[config.mk]
export PLATFORM = sky130hd
export DESIGN_NAME = cpu_hazard_ctrl
export DESIGN_NICKNAME = d
export VERILOG_FILES = /design/src/rtl/cpu_hazard_ctrl.sv
export SDC_FILE = /design/constraint.sdc
export NUM_CORES = 1
export LEC_CHECK = 0
export ABC_CLOCK_PERIOD_IN_PS = 2400
export CORE_UTILIZATION = 50
export CTS_CLUSTER_DIAMETER = 30
export DETAILED_ROUTE_END_ITERATION = 10
export PLACE_DENSITY = 0.88
export SLEW_MARGIN = 25
export SYNTH_ARGS = -nofsm -noshare
export SYNTH_HDL_FRONTEND = slang
export SYNTH_SLANG_ARGS = --single-unit
[constraint.sdc]
create_clock -name hzd_clk -period 2.4 [get_ports hzd_clk]
set_input_delay 0.48 -clock hzd_clk [delete_from_list [all_inputs] [get_ports hzd_clk]]
set_output_delay 0.48 -clock hzd_clk [all_outputs]
set_load 0.05 [all_outputs]
[src/rtl/cpu_hazard_ctrl.sv]
// cpu_hazard_ctrl
// Pipeline scheduler for the 5-stage core (IF/DEC/EX/MEM/WB). It tracks the
// destination registers of the instructions in EX, MEM and WB in a small
// scoreboard. From that scoreboard, the decode hazard bus and the cache
// acknowledges it produces these controls for the front of the pipe:
//   - stall, kill and forwarding selects;
//   - branch-flush and cache-miss sequencing;
//   - a saturating count of fetch-stall cycles.
//
// Ports
//   hzd_clk, hzd_rst   clock (rising edge), asynchronous active-high reset
//   hzd_dec_bus        {rs1, rs2, rd} of the instruction in DEC (0 = unused)
//   hzd_dec_valid      DEC holds a real instruction
//   hzd_dec_we         DEC instruction writes the register file
//   hzd_dec_load       DEC instruction is a load
//   hzd_brnch_taken    EX resolved a taken branch or jump
//   hzd_il1_ack        instruction cache returned the fetch this cycle
//   hzd_mem_req        MEM stage holds a load or store
//   hzd_dl1_ack        data cache completed the MEM access
//   hzd_stall_if       hold PC and fetch register
//   hzd_stall_dec      hold DEC register
//   hzd_kill_dec       bubble out of DEC
//   hzd_kill_ex        bubble out of EX
//   hzd_freeze         hold EX/MEM/WB registers
//   hzd_fwd_src1/2     00 regfile, 01 EX, 10 MEM, 11 WB
//   hzd_state          FSM state (00 RUN, 01 FLUSH, 10 IMISS, 11 DMISS)
//   hzd_stall_cnt      saturating count of cycles with hzd_stall_if=1
module cpu_hazard_ctrl #(
  parameter int RA_W         = 5,
  parameter int FLUSH_CYCLES = 2,
  parameter int CNT_W        = 16
) (
  input  logic              hzd_clk,
  input  logic              hzd_rst,
  input  logic [3*RA_W-1:0] hzd_dec_bus,
  input  logic              hzd_dec_valid,
  input  logic              hzd_dec_we,
  input  logic              hzd_dec_load,
  input  logic              hzd_brnch_taken,
  input  logic              hzd_il1_ack,
  input  logic              hzd_mem_req,
  input  logic              hzd_dl1_ack,
  output logic              hzd_stall_if,
  output logic              hzd_stall_dec,
  output logic              hzd_kill_dec,
  output logic              hzd_kill_ex,
  output logic              hzd_freeze,
  output logic [1:0]        hzd_fwd_src1,
  output logic [1:0]        hzd_fwd_src2,
  output logic [1:0]        hzd_state,
  output logic [CNT_W-1:0]  hzd_stall_cnt
);

  typedef enum logic [1:0] {
    ST_RUN   = 2'b00,
    ST_FLUSH = 2'b01,
    ST_IMISS = 2'b10,
    ST_DMISS = 2'b11
  } state_t;

  localparam logic [1:0] FLUSH_LOAD = 2'(FLUSH_CYCLES - 1);

  state_t state_q;
  logic [1:0] flush_cnt;
  logic flush_first;
  logic flush_susp;

  // The load flag only matters for the EX entry (load-use detection),
  // so MEM and WB keep just valid and rd.
  logic ex_valid, ex_load, mem_valid, wb_valid;
  logic [RA_W-1:0] ex_rd, mem_rd, wb_rd;

  logic [RA_W-1:0] rs1, rs2, rd;
  logic miss_c, eff_flush, load_use_c;
  logic stall_if_c, stall_dec_c, kill_dec_c, kill_ex_c, freeze_c;

  assign rs1 = hzd_dec_bus[3*RA_W-1:2*RA_W];
  assign rs2 = hzd_dec_bus[2*RA_W-1:RA_W];
  assign rd  = hzd_dec_bus[RA_W-1:0];

  assign miss_c = hzd_mem_req & ~hzd_dl1_ack;

  // A flush interrupted by a data miss resumes where it left off once the
  // freeze lifts, since the wrong-path instructions were held, not dropped.
  assign eff_flush = (state_q == ST_FLUSH) | ((state_q == ST_DMISS) & flush_susp);

  assign load_use_c = hzd_dec_valid & ex_valid & ex_load &
                      (((rs1 != '0) & (ex_rd == rs1)) | ((rs2 != '0) & (ex_rd == rs2)));

  // Youngest producer wins. A load still in EX has no result yet, so it
  // selects nothing (the load-use stall covers that cycle).
  function automatic logic [1:0] fwd_sel(input logic [RA_W-1:0] src,
                                         input logic ev, input logic el,
                                         input logic [RA_W-1:0] er,
                                         input logic mv, input logic [RA_W-1:0] mr,
                                         input logic wv, input logic [RA_W-1:0] wr);
    fwd_sel = 2'b00;
    if (src != '0) begin
      if (ev && er == src)      fwd_sel = el ? 2'b00 : 2'b01;
      else if (mv && mr == src) fwd_sel = 2'b10;
      else if (wv && wr == src) fwd_sel = 2'b11;
    end
  endfunction

  // Control decode, highest priority first: data miss, flush, load-use,
  // instruction miss. Everything is forced quiet while reset is held.
  always_comb begin
    stall_if_c  = 1'b0;
    stall_dec_c = 1'b0;
    kill_dec_c  = 1'b0;
    kill_ex_c   = 1'b0;
    freeze_c    = 1'b0;
    if (!hzd_rst) begin
      if (miss_c) begin
        freeze_c    = 1'b1;
        stall_if_c  = 1'b1;
        stall_dec_c = 1'b1;
      end else if (eff_flush) begin
        kill_dec_c = 1'b1;
        kill_ex_c  = flush_first;
      end else if (load_use_c) begin
        stall_if_c  = 1'b1;
        stall_dec_c = 1'b1;
      end else if (!hzd_il1_ack) begin
        stall_if_c = 1'b1;
        kill_dec_c = 1'b1;
      end
    end
  end

  assign hzd_stall_if  = hzd_rst | stall_if_c;
  assign hzd_stall_dec = stall_dec_c;
  assign hzd_kill_dec  = kill_dec_c;
  assign hzd_kill_ex   = kill_ex_c;
  assign hzd_freeze    = freeze_c;
  assign hzd_state     = state_q;
  assign hzd_fwd_src1  = fwd_sel(rs1, ex_valid, ex_load, ex_rd, mem_valid, mem_rd, wb_valid, wb_rd);
  assign hzd_fwd_src2  = fwd_sel(rs2, ex_valid, ex_load, ex_rd, mem_valid, mem_rd, wb_valid, wb_rd);

  // FSM. A branch held in EX during a data miss is simply seen again on the
  // release cycle, so no pending-branch flag is needed.
  always_ff @(posedge hzd_clk or posedge hzd_rst) begin
    if (hzd_rst) begin
      state_q     <= ST_RUN;
      flush_cnt   <= 2'd0;
      flush_first <= 1'b0;
      flush_susp  <= 1'b0;
    end else if (miss_c) begin
      state_q    <= ST_DMISS;
      flush_susp <= eff_flush;
    end else if (eff_flush) begin
      flush_susp  <= 1'b0;
      flush_first <= 1'b0;
      if (flush_cnt == 2'd0) begin
        state_q <= ST_RUN;
      end else begin
        state_q   <= ST_FLUSH;
        flush_cnt <= flush_cnt - 2'd1;
      end
    end else if (hzd_brnch_taken) begin
      state_q     <= ST_FLUSH;
      flush_cnt   <= FLUSH_LOAD;
      flush_first <= 1'b1;
    end else if (!hzd_il1_ack) begin
      state_q <= ST_IMISS;
    end else begin
      state_q <= ST_RUN;
    end
  end

  // Scoreboard shift. An instruction killed in EX must not be forwarded
  // from later, so it enters MEM as invalid.
  always_ff @(posedge hzd_clk or posedge hzd_rst) begin
    if (hzd_rst) begin
      ex_valid  <= 1'b0;
      ex_load   <= 1'b0;
      ex_rd     <= '0;
      mem_valid <= 1'b0;
      mem_rd    <= '0;
      wb_valid  <= 1'b0;
      wb_rd     <= '0;
    end else if (!freeze_c) begin
      ex_valid  <= hzd_dec_valid & hzd_dec_we & (rd != '0) & ~stall_dec_c & ~kill_dec_c;
      ex_load   <= hzd_dec_load;
      ex_rd     <= rd;
      mem_valid <= ex_valid & ~kill_ex_c;
      mem_rd    <= ex_rd;
      wb_valid  <= mem_valid;
      wb_rd     <= mem_rd;
    end
  end

  always_ff @(posedge hzd_clk or posedge hzd_rst) begin
    if (hzd_rst) begin
      hzd_stall_cnt <= '0;
    end else if (stall_if_c && hzd_stall_cnt != '1) begin
      hzd_stall_cnt <= hzd_stall_cnt + 1'b1;
    end
  end

endmodule

# Word-level counts from Yosys, hierarchy flattened
# Cells that the tools add are included.
# W data, S select, Z words.
# op_classes
addsub,2
eq_ne,10
muxes,39
bitwise,20
reduce_logical,15
# ops
operator,n
$eq A5 B5 Y1,6
$mux W2,15
$mux W1,24
$add A16 B1 Y16 const B,1
$ne A16 B16 Y1 const B,1
$reduce_bool A5 Y1,3
$and A1 B1 Y1,12
$logic_and A1 B1 Y1,7
$not A1 Y1,5
$reduce_bool A2 Y1,2
$or A1 B1 Y1,3
$reduce_and A3 Y1,1
$eq A2 B1 Y1 const B,1
$eq A2 B2 Y1 const B,1
$logic_not A2 Y1,1
$ne A2 B2 Y1 const B,1
$reduce_and A2 Y1,1
$sub A2 B1 Y2 const B,1
# word_totals
ff_bits,41
output_inout_bits,27

# Logic depth before layout (Yosys ltp)
# logic_depth
ltp_word,11
depth_mapped,8
depth_no_buf,7

# Least setup slack after synthesis
# Ideal clock, no wire load.
# synth_timing
path_type,input port to output port
startpoint,input port hzd_dec_bus[11]
endpoint,output port hzd_kill_dec
arrival_ns,2.772
slack_ns,-0.852
path_stages,6
cell_sequence,or4_1 nor2_2 or3_4 a21oi_4 or2_1 a211oi_1
# synth_between
elab_chain_len,8
# synth_lines
element,line_no,text
"start, declared",35,"input logic [3*RA_W-1:0] hzd_dec_bus,"
$eq A5 B5 Y1 / $reduce_bool A5 Y1 (equally long branches),88,(((rs1 != '0) & (ex_rd == rs1)) | ((rs2 != '0) & (ex_rd == rs2)));
$and A1 B1 Y1 (*),88,
$or A1 B1 Y1 (*),88,
$and A1 B1 Y1 (*),87,assign load_use_c = hzd_dec_valid & ex_valid & ex_load &
$mux W1 (*),121,end else if (load_use_c) begin
$mux W1 (*),118,end else if (eff_flush) begin
$mux W1 (*),114,if (miss_c) begin
$mux W1 (*),113,if (!hzd_rst) begin
"end, declared",45,"output logic hzd_kill_dec,"
# Every way passes the cells marked *; elsewhere a longest branch is shown, timed or not.

# Worst setup path in the final report
# layout_timing
startpoint,input port hzd_dec_bus[12]
endpoint,output port hzd_kill_dec
# The elaborated chain is that of the path after synthesis.

==> out/results.ini <==
[global_route]
overflow=0
grt_usage_pct=27.7
grt_pass1_vias=2182
grt_pass1_wl_mm=10.8
grt_max_degree=33
grt_antenna_before_repair=0

[routing]
drc=4
routed_wl_mm=6.86
drt-vias-per-instance=5.91
dr.pass1.iters=7
dr_total_vias=2162
ant_nets=0
wl_per_cell_microns=18.7
drtIter0Drc=117

[power]
leakage_nw=1.50
ir_worst_vdd_mv=0.864
power-per-cell-area_mw_per_mm2=692

[clock_network]
clockBufferDepth=2
cts_made_buffers=5
ctsHoldBuffers=0
clk_pin_slew_ps=80
cts_tree=built
ctsHtreeMaxLevel=2
cts-root-buf=clkbuf_8
clock-sinks=41
clk_latency_ps=300

[outcome]
violations=DRC, setup timing
status=finished, violations left

[timing]
setup_viol=6
fin_hold_ws_ps=502
fmax_mhz=373
max_slew_margin_pct=66.3
hold_violations=0
skew_ps=13.5
grt_setup_unrepaired=yes
timing.final.max_slew_violations=0
fin_crit_sh_pct=112
worst_pin_slew_ps=505
layout_setup_ws_ps=-278
fin_crit_ps=2680

[worst_setup_path]
cp_max_fo=3
critPathCaptureType=primary output
rrSetupSlack_ps=190
r2r-end=hzd_stall_cnt[12]$_DFFE_PP0P_
r2r_cells=7
startpoint_type=input pin
crit_type=in2out
cp.required_ps=1920
r2r-start=ex_rd[4]$_DFFE_PP0N_
startpoint=hzd_dec_bus[12]
crit_arrival_ps=2200

[floorplan]
dieArea_sq_mm=0.00509
die_w_microns=71.3
start_util_pct=53.7
ioPinCount=51
core_sq_mm=0.00447
dieHeight_microns=71.3
rows=24

[logic_synthesis]
syn_inst=228
yosysWarningCount=0
synthTopCellsByArea=dfrtp_1 43%, mux2_1 9.4%, xnor2_1 7.7%
ys.flop_type=dfrtp_1
ys_ff_latch=41
syn-cell-area_sq_mm=0.00240
synth_edf_count=0
syn_area_per_cell_sq_um=10.5
yosysTopAreaCell=dfrtp_1
ys_async_sr_fraction_pct=100
yosysSeqAreaShare_pct=42.7
synth_top_area_share_pct=42.7
syn_nets=254
ys_types=41

[layout]
area_growth_syn_to_layout_pct=47.2
mostFrequentLayoutCells=35 x dfrtp_1, 32 x buf_4, 31 x clkdlybuf4s50_1, 20 x mux2_1, 20 x xor2_1
drive_above_1_share_pct=31.5
final_common_cell=dfrtp_1
design_area_sq_mm=0.00354
diodes=0
fin_nets=339

[placement]
hpwl_mm=4.32
gp_congestion=0.915
dpl_cell_area_sq_mm=0.00326
io_buffers=50

[worst_hold_path]
hold_depth=1
min_to=flush_cnt[0]$_DFFE_PP0P_
min_path_type=reg2reg
hold_start=flush_cnt[0]$_DFFE_PP0P_

[job]
max_cap_violations=0

==> how the worst max path moves through the flow <==
stage,endpoint,slack [ps]
after floorplan,hzd_fwd_src1[1],-230
after global placement,hzd_stall_if,-600
after detailed placement,hzd_stall_if,-650
after CTS,hzd_stall_if,-300
after global routing,hzd_kill_dec,-310
final,hzd_kill_dec,-280
==> power by group <==
group          leakage, nW  internal [mW]  switching (mW)  total [mW]
Combinational        0.940          0.387           0.542       0.929
Clock               0.0574          0.338           0.249       0.587
Sequential           0.506          0.801           0.130       0.931
Total                 1.50           1.53           0.920        2.45
==> registers in the layout (all words and copies together) (netlist names) <==
signal         flops
flush_susp         1
hzd_state          2
flush_first        1
wb_rd              5
mem_rd             5
ex_rd              5
ex_load            1
hzd_stall_cnt     16
ex_valid           1
mem_valid          1
wb_valid           1
flush_cnt          2
==> worst max-delay path, stage by stage <==
cell	delay, ps
buf_2	110
or4_4	530
nor2_4	110
or3_4	140
a21oi_4	50
or2_4	240
buf_6	120
a211oi_4	240
buf_12	170
==> stage by stage <==
| step | total power [mW] | setup TNS, ps | std cells | setup WS [ps] | util [%] |
|---|---|---|---|---|---|
| CTS | 2.41 | -822 | 363 | -303 | 77.0 |
| detailed placement | 1.82 | -6520 | 350 | -655 | 72.8 |
| finish | 2.45 | -876 | 366 | -278 | 79.1 |
| floorplan | 1.47 | -620 | 228 | -234 | - |
| global placement | 1.79 | -5080 | 350 | -595 | 72.8 |
| global route | 2.56 | -1180 | 366 | -310 | 79.1 |
==> cells in the mapped netlist (all sizes together) (2+ instances only) <==
master and number:
dfrtp 41, mux2 21, xnor2 21, xor2 21, nor2 14, nand3 12
nand2 9, o211ai 9, and3 8, nor3 8, inv 7, o2111ai 6
a21oi 5, and2 5, o21ai 5, clkbuf 4, nor4 4, nand2b 3
or3 3, and4 2, buf 2, ha 2, nor2b 2, o21a 2
o31ai 2, or4 2
==> final cells by class <==
class | instances | area, sq um
multi-input cells | 174 | 1460
flip-flops and latches | 41 | 1030
fillers | 258 | 937
repair buffers | 84 | 837
clock buffers | 6 | 82.6
well taps | 52 | 65.1
clock inverters | 2 | 37.5
inverters | 7 | 26.3
==> routing by layer <==
layer  up-vias  global-route usage [%]  wire (microns)
met5         -                       0               0
met3        24                    6.05             359
met2        72                    46.1            3430
li1        979                       -               -
met4         0                    11.1             242
met1      1087                    35.4            2830
==> timing repair <==
| action | CTS | global route |
|---|---|---|
| pin swaps | 20 | 23 |
| resized for setup | 46 | 21 |
| buffers inserted | 5 | 4 |
| setup endpoints to repair | 10 | 7 |
==> cell families (layout without fill, tap and decap cells) <==
| family | count (synthesis) | count (layout) | synth area share (%) |
|---|---|---|---|
| and+or+nand+nor | 74 | 74 | 16.5 |
| xor gates and xnor gates | 42 | 42 | 15.3 |
| DFF | 41 | 41 | 42.7 |
| AOI/OAI and AO/OA | 34 | 34 | 11.9 |
| muxes | 22 | 22 | 10.3 |
| buffers and inverters | 13 | 99 | 2.34 |
| adders and majority gates | 2 | 2 | 1.04 |
No activity file was read; power rests on OpenSTA's default activity.
